`config.mk`:
```
export PLATFORM = sky130hd
export DESIGN_NAME = hazard_ctrl
export DESIGN_NICKNAME = d
export VERILOG_FILES = /design/src/rtl/hazard_ctrl_pkg.sv /design/src/rtl/hazard_ctrl_fwd_sel.sv /design/src/rtl/hazard_ctrl.sv
export SDC_FILE = /design/constraint.sdc
export NUM_CORES = 1
export LEC_CHECK = 0
export ABC_AREA = 1
export CAP_MARGIN = 20
export CORE_MARGIN = 1
export CORE_UTILIZATION = 49
export DETAILED_ROUTE_END_ITERATION = 10
export PLACE_DENSITY = 0.92
export RECOVER_POWER = 25
export REMOVE_ABC_BUFFERS = 1
export SYNTH_ARGS = -nofsm -noshare
export SYNTH_HDL_FRONTEND = slang
export SYNTH_SLANG_ARGS = --single-unit
```
`constraint.sdc`:
```
create_clock -name clk -period 3.6 [get_ports clk]
set_input_delay 0.9 -clock clk [delete_from_list [all_inputs] [get_ports clk]]
set_output_delay 0.9 -clock clk [all_outputs]
set_load 0.02 [all_outputs]
```
`src/rtl/hazard_ctrl_pkg.sv`:
```
// Shared types for the rv32i pipeline hazard controller: forwarding selects and the
// data-memory wait state encoding.
package hazard_ctrl_pkg;

   localparam int REG_AW = 5;

   typedef enum logic [1:0] {
      FWD_NONE = 2'd0,
      FWD_W    = 2'd1,
      FWD_M    = 2'd2
   } fwd_sel_e;

   typedef enum logic {
      MEM_IDLE = 1'b0,
      MEM_WAIT = 1'b1
   } mem_state_e;

endpackage

```
`src/rtl/hazard_ctrl_fwd_sel.sv`:
```
// E-stage operand forwarding select for one source register; M beats W.
// Macro FORWARDING_EN: when undefined the select is tied to FWD_NONE.
module fwd_sel
   import hazard_ctrl_pkg::*;
#(
   parameter int AW = 5
) (
   input  logic [AW-1:0] i_rs,
   input  logic [AW-1:0] i_rd_m,
   input  logic [AW-1:0] i_rd_w,
   input  logic          i_regwrite_m,
   input  logic          i_regwrite_w,
   output fwd_sel_e      o_sel
);

`ifdef FORWARDING_EN
   always_comb begin
      o_sel = FWD_NONE;
      if (i_regwrite_w && (i_rd_w != '0) && (i_rd_w == i_rs)) o_sel = FWD_W;
      if (i_regwrite_m && (i_rd_m != '0) && (i_rd_m == i_rs)) o_sel = FWD_M;
   end
`else
   logic w_unused_fwd;
   assign w_unused_fwd = ^{i_rs, i_rd_m, i_rd_w, i_regwrite_m, i_regwrite_w};
   assign o_sel = FWD_NONE;
`endif

endmodule

```
`src/rtl/hazard_ctrl.sv`:
```
// Pipeline en/clr generation, hazard detection, dmem wait freeze and stall-cycle counter.
// Macro FORWARDING_EN: enables E-stage forwarding; otherwise RAW hazards stall in D.
module hazard_ctrl
   import hazard_ctrl_pkg::*;
#(
   parameter int REG_AW = hazard_ctrl_pkg::REG_AW,
   parameter int CNT_W  = 32
) (
   input  logic              clk,
   input  logic              rst,
   input  logic [REG_AW-1:0] rs1_d,
   input  logic [REG_AW-1:0] rs2_d,
   input  logic [REG_AW-1:0] rs1_e,
   input  logic [REG_AW-1:0] rs2_e,
   input  logic [REG_AW-1:0] rd_e,
   input  logic [REG_AW-1:0] rd_m,
   input  logic [REG_AW-1:0] rd_w,
   input  logic              regwrite_e,
   input  logic              regwrite_m,
   input  logic              regwrite_w,
   input  logic              load_e,
   input  logic              pcsrc_e,
   input  logic              dmem_req_m,
   input  logic              dmem_ready,
   output logic              en_f,
   output logic              en_d,
   output logic              en_e,
   output logic              en_m,
   output logic              en_w,
   output logic              clr_d,
   output logic              clr_e,
   output logic              clr_m,
   output fwd_sel_e          fwd_a_e,
   output fwd_sel_e          fwd_b_e,
   output logic [CNT_W-1:0]  stall_cycles
);

   mem_state_e       r_mem_state;
   mem_state_e       w_mem_state_nxt;
   logic [CNT_W-1:0] r_stall_cycles;
   fwd_sel_e         w_fwd_a;
   fwd_sel_e         w_fwd_b;
   logic             w_freeze;
   logic             w_load_use;
   logic             w_stall;

   function automatic logic dep(input logic [REG_AW-1:0] rd, input logic [REG_AW-1:0] rs);
      return (rd != '0) && (rd == rs);
   endfunction

   fwd_sel #(.AW(REG_AW)) u_fwd_a (
      .i_rs(rs1_e), .i_rd_m(rd_m), .i_rd_w(rd_w),
      .i_regwrite_m(regwrite_m), .i_regwrite_w(regwrite_w), .o_sel(w_fwd_a)
   );

   fwd_sel #(.AW(REG_AW)) u_fwd_b (
      .i_rs(rs2_e), .i_rd_m(rd_m), .i_rd_w(rd_w),
      .i_regwrite_m(regwrite_m), .i_regwrite_w(regwrite_w), .o_sel(w_fwd_b)
   );

   assign w_load_use = load_e && (dep(rd_e, rs1_d) || dep(rd_e, rs2_d));

`ifdef FORWARDING_EN
   logic w_unused_we;
   assign w_unused_we = regwrite_e;
   assign w_stall     = w_load_use;
`else
   // Without bypass paths any in-flight E/M writer of a D source must drain first.
   assign w_stall = w_load_use
                 || (regwrite_e && (dep(rd_e, rs1_d) || dep(rd_e, rs2_d)))
                 || (regwrite_m && (dep(rd_m, rs1_d) || dep(rd_m, rs2_d)));
`endif

   always_ff @(posedge clk) begin
      if (rst) r_mem_state <= MEM_IDLE;
      else     r_mem_state <= w_mem_state_nxt;
   end

   always_comb begin
      w_mem_state_nxt = r_mem_state;
      case (r_mem_state)
         MEM_IDLE: if (dmem_req_m && !dmem_ready) w_mem_state_nxt = MEM_WAIT;
         MEM_WAIT: if (dmem_ready)                w_mem_state_nxt = MEM_IDLE;
         default:                                 w_mem_state_nxt = MEM_IDLE;
      endcase
   end

   always_comb begin
      w_freeze = ((r_mem_state == MEM_IDLE) && dmem_req_m && !dmem_ready)
              || ((r_mem_state == MEM_WAIT) && !dmem_ready);
      en_f    = 1'b1;
      en_d    = 1'b1;
      en_e    = 1'b1;
      en_m    = 1'b1;
      en_w    = 1'b1;
      clr_d   = 1'b0;
      clr_e   = 1'b0;
      clr_m   = 1'b0;
      fwd_a_e = w_fwd_a;
      fwd_b_e = w_fwd_b;
      if (rst) begin
         fwd_a_e = FWD_NONE;
         fwd_b_e = FWD_NONE;
      end else if (w_freeze) begin
         // Clears stay low: a stage flop's clear would override its disabled enable.
         {en_f, en_d, en_e, en_m, en_w} = 5'b00000;
      end else if (pcsrc_e) begin
         clr_d = 1'b1;
         clr_e = 1'b1;
      end else if (w_stall) begin
         en_f  = 1'b0;
         en_d  = 1'b0;
         clr_e = 1'b1;
      end
   end

   always_ff @(posedge clk) begin
      if (rst)                                    r_stall_cycles <= '0;
      else if (!en_d && (r_stall_cycles != '1))   r_stall_cycles <= r_stall_cycles + CNT_W'(1);
   end

   assign stall_cycles = r_stall_cycles;

endmodule

```
After elaboration in Yosys (flattened, before gate mapping)
Index checks and enable logic that the tools add are counted.
{"block": "totals", "output_inout_bits": 44, "reg_bits": 33, "input_bits": 44, "word_cells": 46}
{"block": "op_classes", "n_eq_ne": 5, "n_bitwise": 1, "mux": 16, "reduce_logical": 21, "addsub": 1}
{"operator": "$add 32x1->32 const B", "count": 1}
{"operator": "$ne 32x32->1 const B", "count": 1}
{"operator": "$eq 5x5->1", "count": 4}
{"operator": "$mux 1", "count": 15}
{"operator": "$logic_and 1x1->1", "count": 12}
{"operator": "$reduce_bool 5->1", "count": 2}
{"operator": "$logic_or 1x1->1", "count": 5}
{"operator": "$logic_not 1->1", "count": 2}
{"operator": "$pmux 1 s2", "count": 1}
{"operator": "$not 1->1", "count": 1}

Logic depth before layout (Yosys ltp)
Gate-level depths: netlist (run 1).
{"block": "logic_depth", "word_depth": 12, "mapped_depth": 14, "mapped_depth_nobuf": 14}

Cells and area by module
Synthesis (run 1) repeated with hierarchy kept, for this count alone.
{"block": "hier_totals", "cells_unflattened": 425, "hier_area_um2": 2556.2}
{"mod": "hazard_ctrl", "cells_per_inst": 419, "seq_area_each_um2": 660.6, "area_each_um2": 2518.7, "n_inst": 1}
{"mod": "fwd_sel", "cells_per_inst": 3, "seq_area_each_um2": 0.0, "area_each_um2": 18.8, "n_inst": 2}

Worst setup path after synthesis (run 1)
OpenSTA, ideal clock, no wires.
{"block": "synth_timing", "path_type": "input to output", "startpoint": "input rd_e[2]", "endpoint": "output en_f", "required_time_ps": 2700, "cell_stages": 11, "setup_slack_ps": 677, "n_path_buf": 2, "arrival_time_ps": 2023, "path_cell_list": "nor3_1 -> nand3_1 -> o21ai_0 -> inv_1 -> nand2_1 -> nand2_1 -> nand2_1 -> nand2_2 -> buf_2 -> inv_1 -> buf_4"}
{"block": "synth_between", "elab_chain_len": 10, "elab_cells_between_ends": 14, "classes_between": "2 x eq/ne; 4 x mux; 8 x reduce/logical"}
{"item": "start: declaration", "line": "hazard_ctrl.sv:15", "source": "input logic [REG_AW-1:0] rd_e,"}
{"item": "$eq 5x5->1 or $reduce_bool 5->1 (tied branches)", "line": "hazard_ctrl.sv:48", "source": "return (rd != '0) && (rd == rs);"}
{"item": "$logic_and 1x1->1", "line": "hazard_ctrl.sv:48"}
{"item": "$logic_or 1x1->1 *", "line": "hazard_ctrl.sv:61, hazard_ctrl.sv:70"}
{"item": "$logic_and 1x1->1 (on tied branches)", "line": "hazard_ctrl.sv:61, hazard_ctrl.sv:70"}
{"item": "$logic_or 1x1->1 *", "line": "hazard_ctrl.sv:70", "source": "|| (regwrite_e && (dep(rd_e, rs1_d) || dep(rd_e, rs2_d)))"}
{"item": "$logic_or 1x1->1 *", "line": "hazard_ctrl.sv:71", "source": "|| (regwrite_m && (dep(rd_m, rs1_d) || dep(rd_m, rs2_d)));"}
{"item": "$mux 1 * (4 in series)"}
{"item": "end: declaration", "line": "hazard_ctrl.sv:25", "source": "output logic en_f,"}
Mark *: on every way between the ends. The rest lies on a longest branch, timed or not.

Worst setup path in the final report (run 1)
{"block": "layout_timing", "startpoint": "input rs2_d[3]", "endpoint": "output en_f"}
{"block": "layout_between", "elab_chain_len": 10, "elab_cells_between_ends": 15, "classes_between": "2 x eq/ne; 4 x mux; 9 x reduce/logical"}
{"item": "start: declaration", "line": "hazard_ctrl.sv:12", "source": "input logic [REG_AW-1:0] rs2_d,"}
{"item": "$eq 5x5->1", "line": "hazard_ctrl.sv:48"}
{"item": "$logic_and 1x1->1", "line": "hazard_ctrl.sv:48"}
{"item": "$logic_or 1x1->1", "line": "hazard_ctrl.sv:61, hazard_ctrl.sv:70"}
{"item": "$logic_and 1x1->1 (on tied branches)", "line": "hazard_ctrl.sv:61, hazard_ctrl.sv:70"}
{"item": "$logic_or 1x1->1", "line": "hazard_ctrl.sv:70"}
{"item": "$logic_or 1x1->1 *", "line": "hazard_ctrl.sv:71"}
{"item": "$mux 1 *", "line": "hazard_ctrl.sv:110", "source": "end else if (w_stall) begin"}
{"item": "$mux 1 *", "line": "hazard_ctrl.sv:107", "source": "end else if (pcsrc_e) begin"}
{"item": "$mux 1 *", "line": "hazard_ctrl.sv:104", "source": "end else if (w_freeze) begin"}
{"item": "$mux 1 *", "line": "hazard_ctrl.sv:101", "source": "if (rst) begin"}
Marks and branches as above.

==> impl_metrics.py, run 1 <==
metrics = {
    "layout": {
        "fin_cells": 549,
        "nNetsFinal": 526,
        "area.growth.synth_to_final_pct": 29.46,
        "fin_area_um2": 3277,
        "antenna_cells": 0,
        "drive_above_1_share": 0.04149,
    },
    "clock_network": {
        "cts_tree": "done",
        "cts_inserted_buffers": 5,
        "clock_path_buffers": 2,
        "clk_latency_ns": 0.29,
        "clk_pin_slew_worst_paths_ns": 0.07,
        "root_buffer": "clkbuf_8",
        "clock-sinks": 33,
        "htreeDepth": 2,
        "cts_hold_buf": 0,
    },
    "sta": {
        "rsz0062_at_grt": "false",
        "tightest_slew_ns": 0.6159,
        "max_slew_margin": 0.5879,
        "hold_viol": 0,
        "fin_skew_ns": 0.004870,
        "fin_ws_ns": 0.1115,
        "maxSlewViolCount": 0,
        "timing.fmax_mhz": 286.7,
        "min_period_over_period": 0.9690,
        "fin_crit_ns": 3.488,
        "setup_viol": 0,
    },
    "global_routing": {
        "antenna_found_initial": 0,
        "overflow": 0,
        "grt_max_degree": 34,
        "grt_pass1_wl_um": 11500,
        "grt_pass1_vias": 2567,
        "grt_usage": 0.2764,
    },
    "logic_synthesis": {
        "synthTopCellsByCount": "137 x nand2_1, 44 x nor2_1, 43 x nand3_1",
        "ys_seq_elements": 33,
        "synth_top_cell_by_area": "dfxtp_1",
        "avgSynthCellArea_um2": 6.027,
        "synthArstFlopShare": 0,
        "synth-warning-count": 0,
        "synth_cell_types": 27,
        "yosysSeqAreaShare": 0.2610,
        "synth_edf_count": 0,
        "syn-cell-area_um2": 2531,
        "yosysMostFrequentCell": "nand2_1",
        "ys_top_cells_by_area": "dfxtp_1 26%, nand2_1 20%, nand3_1 8.5%",
        "syn_inst": 420,
        "synthDominantCellAreaShare": 0.2610,
        "synth_ff_type": "dfxtp_1",
    },
    "critical_path": {
        "critical_path.most_common_cell": "nand2_1",
        "path_class": "in -> out",
        "critPathMaxStageDelay_ns": 0.51,
        "path_cells": "clkdlybuf4s50_1 -> inv_1 -> nand2_1 -> nand2_1 -> nor2_1 -> nand3_1 -> nand2_1 -> nand2_1 -> nand2_1 -> nand2_1 -> nand2_2 -> inv_1 -> dlygate4sd2_1",
        "end_kind": "output pin",
        "critPathLaunchType": "primary input",
        "worst-path-max-fanout": 3,
        "path_delay_family": "buffers and inverters",
        "slowest_stage": "clkdlybuf4s50_1",
        "cp.arrival_ns": 2.59,
        "crit_buf_inv": 4,
        "worstPathRequired_ns": 2.70,
    },
    "drt": {
        "wire_per_inst_um": 13.00,
        "drt_iter0_drc": 175,
        "remaining_drc_errors": 0,
        "first_pass_iters": 5,
        "vias": 2875,
        "viasPerCell": 5.237,
        "wirelength_um": 7139,
        "antenna_left": 0,
    },
    "min_path": {
        "min-delay-path-class": "reg -> reg",
    },
    "placed_design": {
        "place_inst": 541,
        "placedInstanceArea_um2": 3193,
        "post-place-ws_ns": -0.1018,
        "io_buffers": 66,
        "routabilityCongestion": 0.9398,
        "hpwl_um": 5516,
    },
    "floorplan": {
        "die_w_um": 73.87,
        "core_area_um2": 4848,
        "die_h_um": 73.87,
        "dieArea_um2": 5457,
        "initial_core_util": 0.5221,
        "io_pins": 88,
        "rows": 25,
    },
    "power": {
        "total_power_uw": 774.0,
        "peakVddDrop_mv": 0.2293,
        "powerDensity_nw_per_um2": 236.2,
        "leakagePower_nw": 1.365,
    },
    "job": {
        "maxCapViolCount": 0,
    },
    "run_status": {
        "status": "finished clean",
    },
}
cell type report:
type | instances | area [um2]
clock buffers | 8 | 80.08
multi-input cells | 332 | 1604
inverters | 37 | 138.9
fillers | 459 | 1572
repair buffers | 72 | 709.4
well taps | 67 | 83.83
flip-flops and latches | 33 | 660.6
final timing paths:
path,depth (start not counted),start,endpoint,slack [ns]
worst max-delay path,13,rs2_d[3],en_f,0.11
worst min-delay path,2,stall_cycles[31]$_SDFFE_PP0P_,stall_cycles[31]$_SDFFE_PP0P_,0.50
worst max register to register,9,stall_cycles[0]$_SDFFE_PP0P_,stall_cycles[10]$_SDFFE_PP0P_,1.37
worst min register to register,2,stall_cycles[31]$_SDFFE_PP0P_,stall_cycles[31]$_SDFFE_PP0P_,0.50
metrics by stage:
step	hold WS, ns	utilization	TNS [ns]
floorplan	0.5452	-	0
global placement	0.4671	0.6586	-0.1269
detailed placement	0.4942	0.6586	-0.2587
CTS	0.5037	0.6743	0
global route	0.5167	0.6759	0
finish	0.5008	0.6759	0
timing repair:
action                                  CTS  global route
buffers inserted                          0             0
endpoints found under the setup margin    3             2
pin swaps                                 0             0
gates resized for setup                   3             3
where the power goes:
part / internal (mW) / switching, mW / leakage (nW)
clock: 0.137 / 0.138 / 0.0395
combinational: 0.0556 / 0.0742 / 1.06
sequential: 0.367 / 0.00230 / 0.266
total: 0.560 / 0.214 / 1.37
routing by layer:
layer,GRT usage,wire (um)
met5,0,0
met4,0.09188,127
met1,0.3571,3139
met3,0.06722,537
met2,0.4485,3335
cell usage in the layout, fill, tap and decap left out, drive strengths merged, types with 6 or more instances in the layout:
| master | count |
|---|---|
| xnor2 | 12 |
| clkdlybuf4s50 | 43 |
| dlygate4sd3 | 17 |
| inv | 37 |
| nand3 | 44 |
| clkbuf | 8 |
| xor2 | 19 |
| buf | 6 |
| a21oi | 31 |
| nor2 | 47 |
| dfxtp | 33 |
| nand2 | 140 |
| nand4 | 8 |
| nor3 | 15 |
flip-flops by register name, summed over array words and instances (netlist names):
name,count
stall_cycles,32
r_mem_state,1
cells by family after synthesis:
kind of cell | Yosys count | synth area share
AO/OA/AOI/OAI | 34 | 0.06822
XOR/XNOR | 31 | 0.1073
adder cells (fa/ha/maj) | 1 | 0.004942
buffers and inverters | 59 | 0.1112
flip-flops | 33 | 0.2610
other | 1 | 0.001482
AND/OR/NAND/NOR | 261 | 0.4459
worst reg2reg max path, stage by stage (launching register included):
cell	delay, ns
dfxtp_1	0.46
ha_1	0.30
nand2_2	0.10
nor2_4	0.13
nand2_1	0.12
nor2_2	0.18
nand3_2	0.10
nand2_2	0.49
nand2_1	0.14
a21oi_1	0.14
Note: power is estimated with default switching activity, not from simulation.
==> run 2, diff against run 1 <==
--- a/config.mk
+++ b/config.mk
@@ -5,14 +5,14 @@
 export SDC_FILE = /design/constraint.sdc
 export NUM_CORES = 1
 export LEC_CHECK = 0
-export ABC_AREA = 1
 export CAP_MARGIN = 20
 export CORE_MARGIN = 1
-export CORE_UTILIZATION = 49
+export CORE_UTILIZATION = 47
 export DETAILED_ROUTE_END_ITERATION = 10
-export PLACE_DENSITY = 0.92
+export PLACE_DENSITY = 0.93
 export RECOVER_POWER = 25
 export REMOVE_ABC_BUFFERS = 1
+export SLEW_MARGIN = 25
 export SYNTH_ARGS = -nofsm -noshare
 export SYNTH_HDL_FRONTEND = slang
 export SYNTH_SLANG_ARGS = --single-unit
==> run 2 against run 1 <==
Effect of this change: cell area shrank 6.3%; synthesized cell count decreased by 37%; critical path depth down 5; wire length down 15%; final cell count fell by 28%; sequential power about the same; fmax is 2.1% lower; global-route usage down 2.8 points; clock skew rose by 0.0052 ns; worst hold slack got worse by 0.015 ns.
==> impl_metrics.py, run 2 <==
metrics = {
    "logic_synthesis": {
        "synth_top_cell_by_area": "dfxtp_1",
        "yosysSeqAreaShare": 0.3079,
        "synth_edf_count": 0,
        "synthArstFlopShare": 0,
        "syn_inst": 265,
        "synth_cell_types": 51,
        "ys_top_cells_by_area": "dfxtp_1 31%, xor2_1 8.2%, a21oi_1 4.0%",
        "ys_seq_elements": 33,
        "synthTopCellsByCount": "33 x dfxtp_1, 21 x nor2_1, 20 x xor2_1",
        "synth_ff_type": "dfxtp_1",
        "synth-warning-count": 0,
        "avgSynthCellArea_um2": 8.097,
        "synthDominantCellAreaShare": 0.3079,
        "syn-cell-area_um2": 2146,
        "yosysMostFrequentCell": "dfxtp_1",
    },
    "global_routing": {
        "grt_pass1_wl_um": 9791,
        "overflow": 0,
        "grt_max_degree": 31,
        "grt_usage": 0.2488,
        "antenna_found_initial": 0,
        "grt_pass1_vias": 2157,
    },
    "drt": {
        "vias": 2339,
        "wire_per_inst_um": 15.36,
        "remaining_drc_errors": 0,
        "drt_iter0_drc": 242,
        "viasPerCell": 5.892,
        "antenna_left": 0,
        "first_pass_iters": 5,
        "wirelength_um": 6098,
    },
    "sta": {
        "tightest_slew_ns": 0.8428,
        "min_period_over_period": 0.9898,
        "max_slew_margin": 0.4361,
        "hold_viol": 0,
        "setup_viol": 0,
        "holdWs_ns": 0.4861,
        "fin_crit_ns": 3.563,
        "fin_skew_ns": 0.01006,
        "timing.fmax_mhz": 280.7,
        "maxSlewViolCount": 0,
    },
    "clock_network": {
        "cts_tree": "done",
        "clk_latency_ns": 0.29,
        "clock-sinks": 33,
        "cts_hold_buf": 0,
        "clock_path_buffers": 2,
        "htreeDepth": 2,
        "cts_inserted_buffers": 5,
        "root_buffer": "clkbuf_8",
        "clk_pin_slew_worst_paths_ns": 0.07,
    },
    "power": {
        "peakVddDrop_mv": 0.2480,
        "p_seq_frac": 0.472,
        "p_switching_uw": 213.4,
        "p_sw_frac": 0.2736,
        "combPwrFrac": 0.175,
        "p_int_uw": 566.6,
        "powerDensity_nw_per_um2": 253.9,
        "clock_power_share": 0.353,
        "leakagePower_nw": 1.170,
    },
    "placed_design": {
        "hpwl_um": 4340,
        "io_buffers": 66,
        "routabilityCongestion": 0.8832,
        "placedInstanceArea_um2": 2903,
    },
    "layout": {
        "layout.area.seq_um2": 660.6,
        "drive_above_1_share": 0.1652,
        "final_common_cell": "clkdlybuf4s50_1",
        "largest_reg_flops": 32,
        "fillers": 329,
        "area.growth.synth_to_final_pct": 43.15,
        "fin_area_um2": 3072,
        "nNetsFinal": 389,
        "antenna_cells": 0,
        "layout_common_cells": "38 x clkdlybuf4s50_1, 33 x dfxtp_1, 23 x buf_4",
        "multi_input_comb_area_um2": 1378,
    },
    "run_status": {
        "status": "finished clean",
    },
    "floorplan": {
        "rows": 24,
        "die_w_um": 69.57,
        "core_area_um2": 4384,
        "die_h_um": 69.57,
        "io_pins": 88,
        "initial_core_util": 0.4894,
        "dieArea_um2": 4840,
    },
    "critical_path": {
        "cp.arrival_ns": 2.66,
        "worst-path-max-fanout": 3,
        "path_class": "in -> out",
        "end_kind": "output pin",
        "critPathLaunchType": "primary input",
        "rr_worst_depth": 7,
        "worstPathRequired_ns": 2.70,
    },
    "job": {
        "maxCapViolCount": 0,
    },
    "min_path": {
        "hold_depth": 1,
        "min-delay-path-class": "reg -> reg",
    },
}
## run 2: cells by family after synthesis
logic type / count (synthesis) / synth area share
simple gates: 116 / 0.3114
compound gates: 58 / 0.1784
flops: 33 / 0.3079
buf+inv: 29 / 0.07638
xor+xnor: 20 / 0.08163
mux: 7 / 0.03674
fa+ha+maj: 1 / 0.005830
other cells: 1 / 0.001748
## run 2: worst max-delay path, stage by stage
cell	delay (ns)
clkdlybuf4s50_1	0.52
xor2_1	0.20
nor3_1	0.25
a22oi_2	0.18
nor4_4	0.22
or2_4	0.20
inv_4	0.04
buf_4	0.15
## run 2: timing repair
item / 4_1_cts / 5_1_grt
endpoints found under the setup margin: 3 / 6
pin swaps: 4 / 9
buffers inserted: 2 / 1
gates resized for setup: 18 / 16
## run 2: metrics by stage
| stage | instances | util | power, mW | setup WS, ns | setup TNS, ns |
|---|---|---|---|---|---|
| 6_report | 397 | 0.7006 | 0.7800 | 0.03689 | 0 |
| 5_1_grt | 397 | 0.7006 | 0.8107 | -0.03342 | -0.04015 |
| 2_1_floorplan | 248 | - | 0.4224 | 0.3007 | 0 |
| 3_3_place_gp | 386 | 0.6621 | 0.4969 | -0.5119 | -1.372 |
| 4_1_cts | 396 | 0.6889 | 0.7774 | -0.005022 | -0.009972 |
| 3_5_place_dp | 386 | 0.6621 | 0.5014 | -0.5445 | -2.127 |
## run 2: path summary, 6_finish.rpt
kind / slack, ns / start / to
worst max register to register: 0.85 / stall_cycles[24]$_SDFFE_PP0P_ / stall_cycles[13]$_SDFFE_PP0P_
worst max-delay path: 0.04 / rd_e[0] / en_f
worst min register to register: 0.49 / stall_cycles[6]$_SDFFE_PP0P_ / stall_cycles[6]$_SDFFE_PP0P_
worst min-delay path: 0.49 / stall_cycles[6]$_SDFFE_PP0P_ / stall_cycles[6]$_SDFFE_PP0P_
## run 2: final cells by class
type,instances,area share
inverter,8,0.01059
sequential,33,0.2151
clock buffer,5,0.02240
tap,52,0.02118
timing repair buffer,89,0.2766
clock inverter,3,0.005703
multi-input combinational,207,0.4485
## run 2: routing by layer
layer	vias to the layer above	GRT usage	part of all wire
li1	1136	-	-
met1	1093	0.3197	0.43
met2	102	0.4229	0.51
met3	8	0.04797	0.052
met4	0	0.07029	0.0084
met5	-	0	0
## run 2: power by group through the flow
| stage | Combinational (mW) | Clock [mW] | Sequential, mW |
|---|---|---|---|
| final | 0.137 | 0.276 | 0.368 |
| after floorplan | 0.0449 | 0 | 0.377 |
| after detailed placement | 0.125 | 0 | 0.377 |
| after global placement | 0.121 | 0 | 0.376 |
| after global routing | 0.145 | 0.297 | 0.368 |
| after CTS | 0.129 | 0.280 | 0.368 |
==> run 3, diff against run 2 <==
--- a/config.mk
+++ b/config.mk
@@ -9,6 +9,7 @@
 export CORE_MARGIN = 1
 export CORE_UTILIZATION = 47
 export DETAILED_ROUTE_END_ITERATION = 10
+export HOLD_SLACK_MARGIN = 0.1
 export PLACE_DENSITY = 0.93
 export RECOVER_POWER = 25
 export REMOVE_ABC_BUFFERS = 1
==> results of run 3 <==
The final DEF is identical to that of run 2; final timing and power are the same.
